### config.mk
export PLATFORM = sky130hd
export DESIGN_NAME = shot_resolver_flat
export DESIGN_NICKNAME = d
export VERILOG_FILES = /design/src/rtl/shot_resolver_if.sv /design/src/rtl/shot_resolver.sv /design/src/flat_wrapper.sv
export SDC_FILE = /design/constraint.sdc
export NUM_CORES = 1
export LEC_CHECK = 0
export ABC_CLOCK_PERIOD_IN_PS = 3600
export CORE_AREA = 2 2 68 70
export CTS_BUF_LIST = sky130_fd_sc_hd__clkbuf_4
export DETAILED_ROUTE_END_ITERATION = 7
export DIE_AREA = 0 0 70 72
export GPL_TIMING_DRIVEN = 0
export PLACE_DENSITY = 0.84
export SLEW_MARGIN = 25
export SYNTH_ARGS = -nofsm -noshare
export SYNTH_HDL_FRONTEND = slang
export SYNTH_SLANG_ARGS = --single-unit
### constraint.sdc
create_clock -name clock -period 3.6 [get_ports clock]
set_input_delay 0.36 -clock clock [delete_from_list [all_inputs] [get_ports clock]]
set_output_delay 0.36 -clock clock [all_outputs]
set_load 0.005 [all_outputs]
### src/rtl/shot_resolver_if.sv
`timescale 1ns/1ps
// shot_resolver_if: the VGA pixel-plot bus shared by the bird/hunter draw FSM,
// the VGA adapter and the shot resolver. The draw FSM is the master; every
// snooper (adapter, resolver) only ever listens through the slave view.
interface shot_resolver_if;
   logic       frame_start;  // one-cycle pulse at the start of each draw frame
   logic       plot;         // pixel write strobe
   logic [7:0] x;            // plotted pixel x
   logic [6:0] y;            // plotted pixel y
   logic [2:0] colour;       // plotted colour, 3'b000 = erase
   logic [2:0] src_id;       // object currently being drawn, 7 = hunter/none

   modport master (output frame_start, plot, x, y, colour, src_id);
   modport slave  (input  frame_start, plot, x, y, colour, src_id);
endinterface

### src/rtl/shot_resolver.sv
`timescale 1ns/1ps
// shot_resolver: on a fire request, latches the crosshair, snoops one full draw
// frame on the plot bus and reports the first live bird that painted a visible
// pixel under the crosshair. Hits set sticky kill flags and bump a saturating
// score.
// Build option: define SHOT_WINDOW_EN for a 3x3 aim window around the crosshair;
// left undefined, only the exact crosshair pixel counts.
module shot_resolver #(
   parameter int NUM_BIRDS = 7,
   parameter int SCORE_W   = 8
) (
   input  logic                 clock,
   input  logic                 resetn,
   shot_resolver_if.slave       bus,
   input  logic                 fire,
   input  logic [7:0]           aim_x,
   input  logic [6:0]           aim_y,
   input  logic                 clear_kills,
   output logic                 busy,
   output logic                 hit,
   output logic                 miss,
   output logic [2:0]           hit_id,
   output logic [NUM_BIRDS-1:0] kill_mask,
   output logic [SCORE_W-1:0]   score
);

   typedef enum logic [1:0] {S_IDLE, S_ARMED, S_SCAN, S_RESOLVE} state_t;

   state_t               r_state;
   state_t               w_state_next;
   logic [7:0]           r_aim_x;
   logic [6:0]           r_aim_y;
   logic                 r_cand_valid;
   logic [2:0]           r_cand_id;
   logic                 r_busy;
   logic                 r_hit;
   logic                 r_miss;
   logic [2:0]           r_hit_id;
   logic [NUM_BIRDS-1:0] r_kill_mask;
   logic [SCORE_W-1:0]   r_score;

   logic                 w_accept;
   logic                 w_close;
   logic                 w_in_window;
   logic                 w_live_bird;
   logic                 w_match;
   logic                 w_final_valid;
   logic [2:0]           w_final_id;
   logic [NUM_BIRDS-1:0] w_src_onehot;
   logic [NUM_BIRDS-1:0] w_final_onehot;

`ifdef SHOT_WINDOW_EN
   // Zero-extended signed differences: the window never wraps across the
   // screen edge, so aim_x=0 does not reach pixel x=159.
   logic signed [8:0] w_dx;
   logic signed [7:0] w_dy;
   assign w_dx        = $signed({1'b0, bus.x}) - $signed({1'b0, r_aim_x});
   assign w_dy        = $signed({1'b0, bus.y}) - $signed({1'b0, r_aim_y});
   assign w_in_window = (w_dx >= -9'sd1) && (w_dx <= 9'sd1) &&
                        (w_dy >= -8'sd1) && (w_dy <= 8'sd1);
`else
   assign w_in_window = (bus.x == r_aim_x) && (bus.y == r_aim_y);
`endif

   // Ids at or above NUM_BIRDS (the hunter) shift out to an all-zero one-hot,
   // so they can never look like a live bird.
   assign w_src_onehot   = NUM_BIRDS'(1) << bus.src_id;
   assign w_live_bird    = |(w_src_onehot & ~r_kill_mask);
   assign w_match        = bus.plot && (bus.colour != 3'b000) && w_live_bird && w_in_window;

   // A match on the closing frame_start cycle still counts if nothing earlier did.
   assign w_final_valid  = r_cand_valid || w_match;
   assign w_final_id     = r_cand_valid ? r_cand_id : bus.src_id;
   assign w_final_onehot = NUM_BIRDS'(1) << w_final_id;

   // Next-state logic; fire is only looked at in IDLE, so fires while busy drop.
   always_comb begin
      // NOTE: every always_comb output gets a default first so no path can infer a latch.
      w_state_next = r_state;
      w_accept     = 1'b0;
      w_close      = 1'b0;
      case (r_state)
         S_IDLE: begin
            if (fire) begin
               w_state_next = S_ARMED;
               w_accept     = 1'b1;
            end
         end
         S_ARMED:   if (bus.frame_start) w_state_next = S_SCAN;
         S_SCAN: begin
            if (bus.frame_start) begin
               w_state_next = S_RESOLVE;
               w_close      = 1'b1;
            end
         end
         S_RESOLVE: w_state_next = S_IDLE;
         default:   w_state_next = S_IDLE;
      endcase
   end

   // State register.
   always_ff @(posedge clock or negedge resetn) begin
      // NOTE: sequential state uses non-blocking assignments and resets asynchronously.
      if (!resetn) r_state <= S_IDLE;
      else         r_state <= w_state_next;
   end

   // Crosshair latch and first-match candidate capture.
   always_ff @(posedge clock or negedge resetn) begin
      if (!resetn) begin
         r_aim_x      <= '0;
         r_aim_y      <= '0;
         r_cand_valid <= 1'b0;
         r_cand_id    <= '0;
      end else if (w_accept) begin
         r_aim_x      <= aim_x;
         r_aim_y      <= aim_y;
         r_cand_valid <= 1'b0;
         r_cand_id    <= '0;
      end else if ((r_state == S_SCAN) && w_match && !r_cand_valid) begin
         r_cand_valid <= 1'b1;
         r_cand_id    <= bus.src_id;
      end
   end

   // Registered outputs: result pulses, hit id, kill flags and saturating score.
   always_ff @(posedge clock or negedge resetn) begin
      if (!resetn) begin
         r_busy      <= 1'b0;
         r_hit       <= 1'b0;
         r_miss      <= 1'b0;
         r_hit_id    <= '0;
         r_kill_mask <= '0;
         r_score     <= '0;
      end else begin
         r_busy <= (w_state_next != S_IDLE);
         r_hit  <= w_close && w_final_valid;
         r_miss <= w_close && !w_final_valid;
         if (w_close && w_final_valid) r_hit_id <= w_final_id;
         // A clear coinciding with a hit wins for mask and score; hit still pulses.
         if (clear_kills) begin
            r_kill_mask <= '0;
            r_score     <= '0;
         end else if (w_close && w_final_valid) begin
            r_kill_mask <= r_kill_mask | w_final_onehot;
            if (r_score != '1) r_score <= r_score + SCORE_W'(1);
         end
      end
   end

   assign busy      = r_busy;
   assign hit       = r_hit;
   assign miss      = r_miss;
   assign hit_id    = r_hit_id;
   assign kill_mask = r_kill_mask;
   assign score     = r_score;

endmodule

### src/flat_wrapper.sv
// flat-port wrapper written by rule: the top's interface ports become plain ports
module shot_resolver_flat 
#(
   parameter int NUM_BIRDS = 7,
   parameter int SCORE_W   = 8
)
  (clock, resetn, fire, aim_x, aim_y, clear_kills, busy, hit, miss, hit_id, kill_mask, score, bus_frame_start, bus_plot, bus_x, bus_y, bus_colour, bus_src_id);
  shot_resolver_if bus_i ();
  input  logic clock;
  input  logic resetn;
  input  logic fire;
  input  logic [7:0] aim_x;
  input  logic [6:0] aim_y;
  input  logic clear_kills;
  output logic busy;
  output logic hit;
  output logic miss;
  output logic [2:0] hit_id;
  output logic [NUM_BIRDS-1:0] kill_mask;
  output logic [SCORE_W-1:0] score;
  input wire logic [$bits(bus_i.frame_start)-1:0] bus_frame_start;
  input wire logic [$bits(bus_i.plot)-1:0] bus_plot;
  input wire logic [$bits(bus_i.x)-1:0] bus_x;
  input wire logic [$bits(bus_i.y)-1:0] bus_y;
  input wire logic [$bits(bus_i.colour)-1:0] bus_colour;
  input wire logic [$bits(bus_i.src_id)-1:0] bus_src_id;
  assign bus_i.frame_start = bus_frame_start;
  assign bus_i.plot = bus_plot;
  assign bus_i.x = bus_x;
  assign bus_i.y = bus_y;
  assign bus_i.colour = bus_colour;
  assign bus_i.src_id = bus_src_id;
  shot_resolver #(.NUM_BIRDS(NUM_BIRDS), .SCORE_W(SCORE_W)) u_core (.clock(clock), .resetn(resetn), .bus(bus_i), .fire(fire), .aim_x(aim_x), .aim_y(aim_y), .clear_kills(clear_kills), .busy(busy), .hit(hit), .miss(miss), .hit_id(hit_id), .kill_mask(kill_mask), .score(score));
endmodule
==> qor.log <==
[floorplan] I/O pins 63
[pwr] relative contribution of combinational cells to total power 29.8%
[floorplan] core outline area 0.00426 mm²
[worst_setup_path] worst flop-to-flop path endpoint u_core.score[5]
[synthesis] Mapped Nets 235
[floorplan] Die H 72 µm
[detailed_routing] total length of routed met2 wires 2430 µm
[pwr] Clk network pwr share 18.1%
[pwr] Seq pwr share 52.1%
[synthesis] area share of the largest cell type after synthesis 49.3%
[synthesis] fraction of synthesis flops using an asynchronous set or reset pin 100%
[floorplan] initial core utilization 50.0%
[layout] Finished Layout Cells 314
[synthesis] cell accounting for the most synthesized area dfrtp_1
[synthesis] share of the yosys chip area belonging to registers 49.3%
[placement] number of buffer cells added on primary ports 60
[synthesis] post-synthesis average cell area 11.1 µm²
[sta] slew at the pin closest to its max-slew limit 588 ps
[pwr] internal portion of total power 887 µW
[pwr] Max VDD drop 0.441 mV
[global_route] first-pass GRT wire length 7910 µm
[worst_setup_path] Setup CP Type in -> reg
[sta] final-report setup violation count 0
[sta] Slew Limit Headroom 60.6%
[placement] HPWL after detailed placement 3600 µm
[placement] global placement routability congestion 0.830
[pwr] LEAKAGE 1.19 nW
[hold_path] class of the tightest hold or removal check in -> reg
[clocking] number of clock buffers inserted by TritonCTS 5
[synthesis] Post-synth EDFFs 0
[hold_path] Worst Hold Launch clear_kills
[placement] placed insts 305
[synthesis] synth top area cells dfrtp_1 49%, mux2_2 10%, xnor2_1 4.9%
[detailed_routing] detailed-route via count 1,715
[sta] clock skew after layout 7.49 ps
[sta] TNS Setup 0 ps
[synthesis] synthesized netlist cell count 192
[detailed_routing] routed length on met3 190 µm
[global_route] overall overflow remaining after global route 0
[layout] FILL cells 331
[hold_path] number of cells traversed by the worst hold path 4
[synthesis] post-synthesis register bit count 42
[clocking] Clock Tree Buf Depth 2
[floorplan] row cnt 24
[detailed_routing] wire length per cell 14.8 µm
[detailed_routing] number of remaining DRC errors 0
[layout] fraction of layout cells with a size suffix above 1 15.3%
[sta] Final Cycle Share 66.6%
[floorplan] die area 0.00504 mm²
[worst_setup_path] maximum fanout encountered on the critical timing path 9
[worst_setup_path] worst path required time 3850 ps
[worst_setup_path] depth of the worst register-to-register path 6
[layout] number of inserted diodes 0
[detailed_routing] met1 WL 1910 µm
[global_route] number of antenna violations at the first check in global routing 0
[synthesis] Netlist Area Pre-Place 0.00213 mm²
[detailed_routing] first drt pass iteration count 4
[pwr] Pwr per Cell Area 437 mW/mm²
[worst_setup_path] startpoint type of the worst setup path input port
[pwr] net switching power 369 µW
[sta] number of failing hold endpoints at the final stage 0
[global_route] total global routing track utilization 20.4%
[synthesis] Ys Warns 0
[global_route] pin count of the biggest net entering global routing 31
[detailed_routing] routed wire length 4630 µm
[sta] highest clock frequency the design can meet 417 MHz
[global_route] vias in the first global route 1,669
[pwr] Sw Share 29.4%
[job] total of max-cap violations 0
[clocking] clock transition time at the flip-flop clock pins of the worst setup and hold paths 120 ps
[synthesis] list of most frequent post-synthesis cells 42 x dfrtp_1, 19 x mux2_2, 12 x nor2_1, 12 x xnor2_1, 10 x nand2_1
[floorplan] x dimension of the die 70 µm
[sta] setup repair after global routing missed its margin false
[clocking] CTS tree built
[worst_setup_path] arrival time worst endpoint 2650 ps
[hold_path] worst-case hold path end point u_core.kill_mask[2]
[synthesis] number of distinct library cells after synthesis 47
[clocking] level count of the clock H-tree 2
[sta] Max Slew Vio Count 0
[detailed_routing] number of design-rule violations left by the first detailed-router iteration 105
[clocking] Worst-Skew Late Latency 350 ps
[detailed_routing] via/cell ratio 5.46
[layout] final-stage net count 304
[layout] Layout Area Growth over Synthesis 34.9%
[worst_setup_path] source of the worst register-to-register timing path u_core.r_aim_y[1]
[detailed_routing] Antenna Nets Post-Route 0
[clocking] Clock Tree Root clkbuf_4
[worst_setup_path] setup slack of the worst register-to-register path 1220 ps
[worst_setup_path] Worst Setup End Kind flip-flop
[outcome] outcome complete, no violations
[clocking] Clock Sinks 42
[synthesis] library cell with the highest instance count after synthesis dfrtp_1
[detailed_routing] highest signal layer in the routed design met4
[synthesis] primary flip-flop cell chosen by synthesis mapping dfrtp_1
[sta] min cycle time layout 2400 ps
[layout by cell type, fill, tap and decap left out, types with 3 or more instances in the layout]
cell type / synthesis / layout
clkdlybuf4s50_1: 0 / 59
dfrtp_1: 42 / 42
mux2_2: 19 / 19
xnor2_1: 12 / 12
nor2_1: 12 / 12
nand2_1: 10 / 10
o21ai_0: 9 / 9
a31oi_1: 8 / 8
inv_1: 7 / 7
a21oi_1: 6 / 6
clkbuf_4: 0 / 6
nor3_1: 5 / 5
nand4_1: 5 / 5
nor2b_1: 4 / 4
nand3_1: 4 / 4
nand2b_1: 3 / 3
mux2i_1: 3 / 3
xor2_1: 3 / 3
[power groups by stage]
stage,logic (mW),clock network [mW],registers (mW)
6_report,0.375,0.228,0.654
5_1_grt,0.413,0.259,0.670
4_1_cts,0.381,0.240,0.656
3_5_place_dp,0.379,0,0.666
3_3_place_gp,0.360,0,0.657
2_1_floorplan,0.264,0,0.647
[routing by layer]
metal,up-vias,global-route usage (%)
met5,-,0
met4,0,8.55
met3,8,4.86
met2,49,35.1
met1,812,24.7
li1,846,-
[metrics by stage]
step	utilization (%)	area, µm²	power [mW]	worst slack (ps)	hold slack [ps]
2_1_floorplan	-	2130	0.911	1410	64.4
3_3_place_gp	65.6	2800	1.02	847	471
3_5_place_dp	66.0	2810	1.05	817	269
4_1_cts	67.5	2880	1.28	1200	323
5_1_grt	67.5	2880	1.34	1070	367
6_report	67.5	2880	1.26	1200	341
[sequential cells by signal, indices dropped and copies added (netlist names), 2 cells and up]
signal,flops
u_core.r_state,2
u_core.r_cand_id,3
u_core.r_aim_x,8
u_core.kill_mask,7
u_core.score,8
u_core.r_aim_y,7
u_core.hit_id,3
[layout make-up]
class	instances	area [µm²]	share of cell area [%]
multi-input cells	135	1010	35.0
flip-flops and latches	42	1050	36.5
clock buffers	6	45.0	1.57
repair buffers	62	626	21.7
well taps	52	65.1	2.26
inverters	8	30.0	1.04
clock inverters	2	8.76	0.304
plain buffers	7	46.3	1.61
[how the worst max path moves through the flow]
stage,cells past startpoint,endpoint,from,slack (ps)
after floorplan,6,u_core.score[3],u_core.r_aim_y[1],1410
after global placement,7,u_core.score[5],bus_y[1],850
after detailed placement,7,u_core.score[5],bus_y[1],820
after CTS,6,u_core.score[5],u_core.r_aim_y[1],1200
after global routing,7,u_core.score[2],u_core.r_aim_y[1],1070
final,7,u_core.score[5],bus_y[1],1200
[worst max-delay path: stages]
cell,delay (ps)
clkdlybuf4s50_1,420
xor2_1,160
or4_4,550
nor4_4,290
a41oi_4,240
nor3_1,260
mux2_2,360
[logic make-up (layout without fill, tap and decap cells)]
| group | count (synthesis) | in the layout | synth area share, % |
|---|---|---|---|
| AOI/OAI and AO/OA | 36 | 36 | 11.7 |
| and+or+nand+nor | 60 | 60 | 16.5 |
| DFF | 42 | 42 | 49.3 |
| buffers and inverters | 15 | 85 | 3.58 |
| adders and majority gates | 1 | 1 | 0.586 |
| xor gates and xnor gates | 15 | 15 | 6.16 |
| muxes | 23 | 23 | 12.1 |
[what timing repair did]
action,4_1_cts,5_1_grt
endpoints found under the hold margin,12,0
buffers inserted,0,0
gates resized for setup,0,0
hold buffers,1,0
Note: power is estimated with default switching activity, not from simulation.
